`src/rtl/ebpf_addsub_issue.sv`:
```
// ebpf_addsub_issue: two-register issue/retire stage around the 64-bit
// add/sub unit. S1 holds the selected operands and drives the unit
// directly; S2 captures the width-corrected result for writeback.
// Optional macro ADDSUB_ISSUE_FLAGS_EN adds registered out_zero/out_neg.
//
// Handshake: a transfer happens on a rising edge where valid && ready.
// A producer holding valid keeps its data stable until ready is seen;
// ready never depends on the same-side valid. S2 advances when S1 holds
// an op and S2 is empty or draining; S1 accepts when empty or advancing.
module ebpf_addsub_issue #(
    parameter int TAG_W = 4
) (
    input  logic             clk,
    input  logic             rst,
    input  logic             in_valid,
    output logic             in_ready,
    input  logic [1:0]       in_op,
    input  logic             in_alu64,
    input  logic             in_use_imm,
    input  logic [63:0]      in_dst,
    input  logic [63:0]      in_src,
    input  logic [31:0]      in_imm,
    input  logic [TAG_W-1:0] in_tag,
    output logic [63:0]      add_a,
    output logic [63:0]      add_b,
    output logic             add_sub,
    input  logic [63:0]      add_sum,
    input  logic             add_cout,
    output logic             out_valid,
    input  logic             out_ready,
    output logic [63:0]      out_result,
    output logic             out_carry,
`ifdef ADDSUB_ISSUE_FLAGS_EN
    output logic             out_zero,
    output logic             out_neg,
`endif
    output logic [TAG_W-1:0] out_tag
);

    localparam logic [1:0] OP_ADD = 2'b00;
    localparam logic [1:0] OP_SUB = 2'b01;
    localparam logic [1:0] OP_NEG = 2'b10;
    localparam logic [1:0] OP_MOV = 2'b11;

    logic             s1_valid;
    logic             s1_alu64;
    logic             s1_mov;
    logic [TAG_W-1:0] s1_tag;

    logic             s2_adv;
    logic             accept;

    logic [63:0]      src_sel;
    logic [63:0]      raw_a;
    logic [63:0]      raw_b;
    logic             nxt_sub;
    logic [63:0]      nxt_a;
    logic [63:0]      nxt_b;

    logic [63:0]      res_w;
    logic             carry_w;

    assign s2_adv   = s1_valid && (!out_valid || out_ready);
    assign in_ready = !s1_valid || s2_adv;
    assign accept   = in_valid && in_ready;

    // Operand selection: map the op onto (a, b, sub) and zero-extend for ALU32.
    always_comb begin
        src_sel = in_use_imm ? {{32{in_imm[31]}}, in_imm} : in_src;
        raw_a   = 64'd0;
        raw_b   = 64'd0;
        nxt_sub = 1'b0;
        case (in_op)
            OP_ADD: begin raw_a = in_dst; raw_b = src_sel; nxt_sub = 1'b0; end
            OP_SUB: begin raw_a = in_dst; raw_b = src_sel; nxt_sub = 1'b1; end
            OP_NEG: begin raw_a = 64'd0;  raw_b = in_dst;  nxt_sub = 1'b1; end
            OP_MOV: begin raw_a = 64'd0;  raw_b = src_sel; nxt_sub = 1'b0; end
            default: begin raw_a = 64'd0; raw_b = 64'd0;   nxt_sub = 1'b0; end
        endcase
        nxt_a = in_alu64 ? raw_a : {32'd0, raw_a[31:0]};
        nxt_b = in_alu64 ? raw_b : {32'd0, raw_b[31:0]};
    end

    // S1: operand register feeding the add/sub unit.
    always_ff @(posedge clk or posedge rst) begin
        if (rst) begin
            s1_valid <= 1'b0;
            add_a    <= 64'd0;
            add_b    <= 64'd0;
            add_sub  <= 1'b0;
            s1_alu64 <= 1'b0;
            s1_mov   <= 1'b0;
            s1_tag   <= '0;
        end else begin
            if (accept) begin
                s1_valid <= 1'b1;
                add_a    <= nxt_a;
                add_b    <= nxt_b;
                add_sub  <= nxt_sub;
                s1_alu64 <= in_alu64;
                s1_mov   <= (in_op == OP_MOV);
                s1_tag   <= in_tag;
            end else if (s2_adv) begin
                s1_valid <= 1'b0;
            end
        end
    end

    // Width correction of the unit's result and carry / no-borrow.
    always_comb begin
        res_w = s1_alu64 ? add_sum : {32'd0, add_sum[31:0]};
        if (s1_mov)
            carry_w = 1'b0;
        else if (s1_alu64)
            carry_w = add_cout;
        else
            carry_w = add_sum[32] ^ add_sub;
    end

    // S2: registered result for writeback; drains only when not refilled.
    always_ff @(posedge clk or posedge rst) begin
        if (rst) begin
            out_valid  <= 1'b0;
            out_result <= 64'd0;
            out_carry  <= 1'b0;
            out_tag    <= '0;
        end else begin
            if (s2_adv) begin
                out_valid  <= 1'b1;
                out_result <= res_w;
                out_carry  <= carry_w;
                out_tag    <= s1_tag;
            end else if (out_ready) begin
                out_valid  <= 1'b0;
            end
        end
    end

`ifdef ADDSUB_ISSUE_FLAGS_EN
    // Zero / sign flags of the width-masked result, captured with S2.
    always_ff @(posedge clk or posedge rst) begin
        if (rst) begin
            out_zero <= 1'b0;
            out_neg  <= 1'b0;
        end else if (s2_adv) begin
            out_zero <= (res_w == 64'd0);
            out_neg  <= s1_alu64 ? res_w[63] : res_w[31];
        end
    end
`endif

endmodule

```
`config.mk`:
```
export PLATFORM = sky130hd
export DESIGN_NAME = ebpf_addsub_issue
export DESIGN_NICKNAME = d
export VERILOG_FILES = /design/src/rtl/ebpf_addsub_issue.sv
export SDC_FILE = /design/constraint.sdc
export NUM_CORES = 1
export LEC_CHECK = 0
export CAP_MARGIN = 20
export CELL_PAD_IN_SITES_DETAIL_PLACEMENT = 0
export CELL_PAD_IN_SITES_GLOBAL_PLACEMENT = 1
export CORE_ASPECT_RATIO = 1.4
export CORE_MARGIN = 8
export CORE_UTILIZATION = 34
export DETAILED_ROUTE_END_ITERATION = 8
export PLACE_DENSITY = 0.93
export SYNTH_ARGS = -nofsm -noshare
export SYNTH_HDL_FRONTEND = slang
export SYNTH_SLANG_ARGS = --single-unit
```
`constraint.sdc`:
```
create_clock -name clk -period 12.7 [get_ports clk]
set_input_delay 1.27 -clock clk [delete_from_list [all_inputs] [get_ports clk]]
set_output_delay 1.27 -clock clk [all_outputs]
set_load 0.005 [all_outputs]
```
== After elaboration in Yosys (flattened, before gate mapping) ==
Index checks and enable logic that the tools add are counted.
Cells by class
  eq/ne operators: 3
  multiplexer cells: 13
  bitwise gates (word level): 1
  reduce and logical (&&, ||, !) cells: 14
Operators with widths (number)
  2-to-1 mux 64 bit: 4
  one-hot mux 64 bit (2 select lines): 2
  OR reduction 2 bit: 4
  2-to-1 mux 1 bit: 6
  equality test 2 bit, second input constant: 2
  nonzero test 2 bit: 2
  OR reduction 3 bit: 1
  equality test 2 x 1 -> 1 bit, second input constant: 1
  logical AND 1 bit: 2
  logical NOT 1 bit: 2
  logical NOT 2 bit: 1
  logical OR 1 bit: 2
  one-hot mux 1 bit (2 select lines): 1
  XOR 1 bit: 1
Word-level totals
  register bits after elaboration: 206
  output and inout port bits: 200

== Logic depth before layout (Yosys ltp) ==
  word-level depth: 6
  mapped depth: 8
  depth with buffers taken out: 5

== Worst setup path before layout ==
Ideal clock, no wire load.
  kind: input to output
  start point: in out_ready
  end point: out in_ready
  data arrival time: 1.764 ns
  slack: 9.666 ns
  stages: 3
  buffers on the path: 2
  path through: nand3b_2 buf_6 clkbuf_1
Between the ends
  longest elaborated chain between the ends: 3
Ends and longest elaborated chain
  start, declared: line 30  | input logic out_ready,
  logical OR 1 bit: line 63  | assign s2_adv = s1_valid && (!out_valid || out_ready);
  logical AND 1 bit: line 63
  logical OR 1 bit: line 64  | assign in_ready = !s1_valid || s2_adv;
  end, declared: line 16  | output logic in_ready,
No other way between the ends.

== Final worst setup path ==
Same ends and word-level chain as after synthesis.

==> impl_metrics.toml <==
[power_and_ir_drop]
ir_drop_uv = 68.4
p_int_mw = 1.41
pwr-share-clk = 0.323
combinationalPowerShare = 0.259
switchingPower_mw = 0.508
seq_power_share = 0.418
p_per_area_mw_per_mm2 = 129
fin_total_pwr_mw = 1.91
p_sw_frac = 0.265
power_leakage_nw = 6.16

[place]
dp.cells = 1635
place_area_mm2 = 0.0142
dpl_worst_slack_ns = 8.43
dp_hpwl_um = 25200
numPortBuffers = 436
gp_congestion = 0.804

[critical_path]
crit_path_max_fanout = 37
crit_slowest_cell = "clkdlybuf4s50_1"
crit_top_cell = "clkdlybuf4s50_1"
slowest_delay_ns = 0.66
crit_family = "buffers and inverters"
critical_path_class = "in -> out"
critPathBufInv = 2
required_ns = 11.43
arrival_ns = 2.86
worst_setup_path_start_kind = "input pin"
crit_path_end_kind = "output port"
worstPathCellList = "clkdlybuf4s50_1 > nand3b_4 > clkdlybuf4s50_1"

[cts]
clk_pin_slew_worst_paths_ns = 0.06
post_cts_buffers = 0
cts_buffer_depth = 3
clock_latency_ns = 0.50
cts_made_buffers = 21
cts_hold_buffers = 0
cts_root_buf = "clkbuf_16"
cts-resized-gates = 0
cts_tree = "built"
cts_sinks = 206
cts.htree.levels = 1

[synthesis]
ys.flop_type = "dfrtp_1"
synthArstFlopShare = 1.00
synth_top_area_share = 0.536
yosys.area.top_type = "dfrtp_1"
synth_edf_count = 0
synth_common_cells = "dfrtp_1 (206), inv_1 (98), nand4_1 (96)"
ys_seq_area_frac = 0.536
synth_area_mm2 = 0.00961
synth.most_common_cell = "dfrtp_1"
ys_top_cells_by_area = "dfrtp_1 (54%), nand4_1 (6.3%), mux2_2 (4.7%)"
synth_nets = 1140
ys_ff_latch = 206
avgSynthCellArea_um2 = 10.7
yosys_warnings = 0
netlist_instances = 901
synth.distinct_cells = 34

[die]
fp.dieH_um = 215
boundaryPins = 437
core_mm2 = 0.0281
std_cell_rows = 73
die_w_um = 158
start_util = 0.342
dieArea_mm2 = 0.0340

[cells_and_area]
fin_cells = 1674
fin_nets = 1524
drive_above_1_share = 0.106
fin_area_mm2 = 0.0149
final_util = 0.529
fillCellCount = 2535
area_growth_pct = 54.9

[timing]
worstMarginPinSlew_ns = 1.11
clock_skew_ns = 0.00725
max_freq_mhz = 242
tns_ns = 0
slew_headroom = 0.260
hold_viol = 0
post-route-min-period_ns = 4.13
whs_ns = 0.485
drv_slew = 0
period_share = 0.326
finalSetupViolations = 0
rsz0062_at_grt = "false"
postLayoutSetupSlackWorst_ns = 8.57

[routing]
wl_met3_um = 3640
wl_met1_um = 13500
vias = 8666
dr.pass1.iters = 5
dr.max_layer_used = "met5"
totalWireLength_um = 36000
drt_iter0_markers = 421
wl_per_cell_um = 21.5
post-route-drc-count = 0
dr_wl_met2_um = 17800
via_per_inst = 5.18
drtAntennaViolNets = 0

[grt]
first_global_vias = 9045
grt_max_degree = 133
antenna_found_initial = 3
grt_pass1_wl_um = 54200
grt_usage = 0.204
gr-total-overflow = 0

[run]
max_cap_violations = 0

[run_status]
outcome = "finished clean"

[min_path]
min_path_type = "reg -> reg"
==> routing by layer <==
layer | vias up | global-route usage
met4 | 2 | 0.0709
met3 | 58 | 0.0671
met1 | 4273 | 0.230
met2 | 378 | 0.351
met5 | - | 0
li1 | 3955 | -
==> final timing paths <==
path	end	startpoint	cells past startpoint	slack, ns
max in group asynchronous	out_tag[1]	rst	4	10.07
min in group asynchronous	out_result[12]	rst	2	1.33
setup / recovery	in_ready	out_ready	3	8.57
hold reg to reg	out_result[59]	out_result[59]	1	0.48
hold / removal	out_result[59]	out_result[59]	1	0.48
setup reg to reg	add_b[31]	s1_valid	6	9.55
==> power by group through the flow <==
stage,Combinational [mW],Clock (mW),Sequential (mW)
floorplan,0.173,0,0.811
global placement,0.488,0,0.811
detailed placement,0.496,0,0.812
CTS,0.498,0.636,0.803
global route,0.535,0.656,0.811
finish,0.495,0.619,0.800
==> worst reg2reg max path, delay by kind of cell, from the launching register on <==
| family | cells | cell delay, ns |
|---|---|---|
| and+or+nand+nor | 2 | 0.76 |
| buffers and inverters | 3 | 1.52 |
| muxes | 1 | 0.39 |
| DFF | 1 | 0.36 |
==> kinds of logic after synthesis <==
kind of cell / share of synthesized area
AO/OA/AOI/OAI: 0.171
XOR/XNOR: 0.000912
adder cells (fa/ha/maj): 0.00260
buffers and inverters: 0.0826
flip-flops: 0.536
multiplexers: 0.0573
AND/OR/NAND/NOR: 0.149
==> sequential cells by signal, indices dropped and copies added (netlist names) <==
| name | cells |
|---|---|
| add_sub | 1 |
| out_result | 64 |
| out_valid | 1 |
| s1_mov | 1 |
| out_carry | 1 |
| add_a | 64 |
| s1_tag | 4 |
| out_tag | 4 |
| s1_alu64 | 1 |
| add_b | 64 |
| s1_valid | 1 |
==> cell type report <==
class                      count  area (µm²)  share of cell area
inverter                      98         375              0.0252
clock buffer                  30         619              0.0416
tap                          375         469              0.0315
multi-input combinational    507        3700               0.248
sequential                   206        5150               0.346
antenna                        2        5.00            0.000336
clock inverter                 5        56.3             0.00378
timing repair buffer         451        4510               0.303
==> cell usage in the layout (no fill, tap or decap), types with 2 or more instances in the layout <==
cell type          n
mux2_2            40
o2bb2ai_1         32
buf_4             15
buf_16             2
nor2b_1           25
o21ai_0           89
nand2b_1          66
a211oi_1          31
clkdlybuf4s50_1  434
inv_1             97
clkbuf_16         21
clkinv_2           2
and2b_1            6
clkbuf_8           6
nand3_1           31
a21bo_2           32
a32o_1            31
nand4_1           96
diode_2            2
dfrtp_1          206
o21ai_1            6
mux2_4             6
clkbuf_1           3
nand2_2            2
No activity file was read; power rests on OpenSTA's default activity.
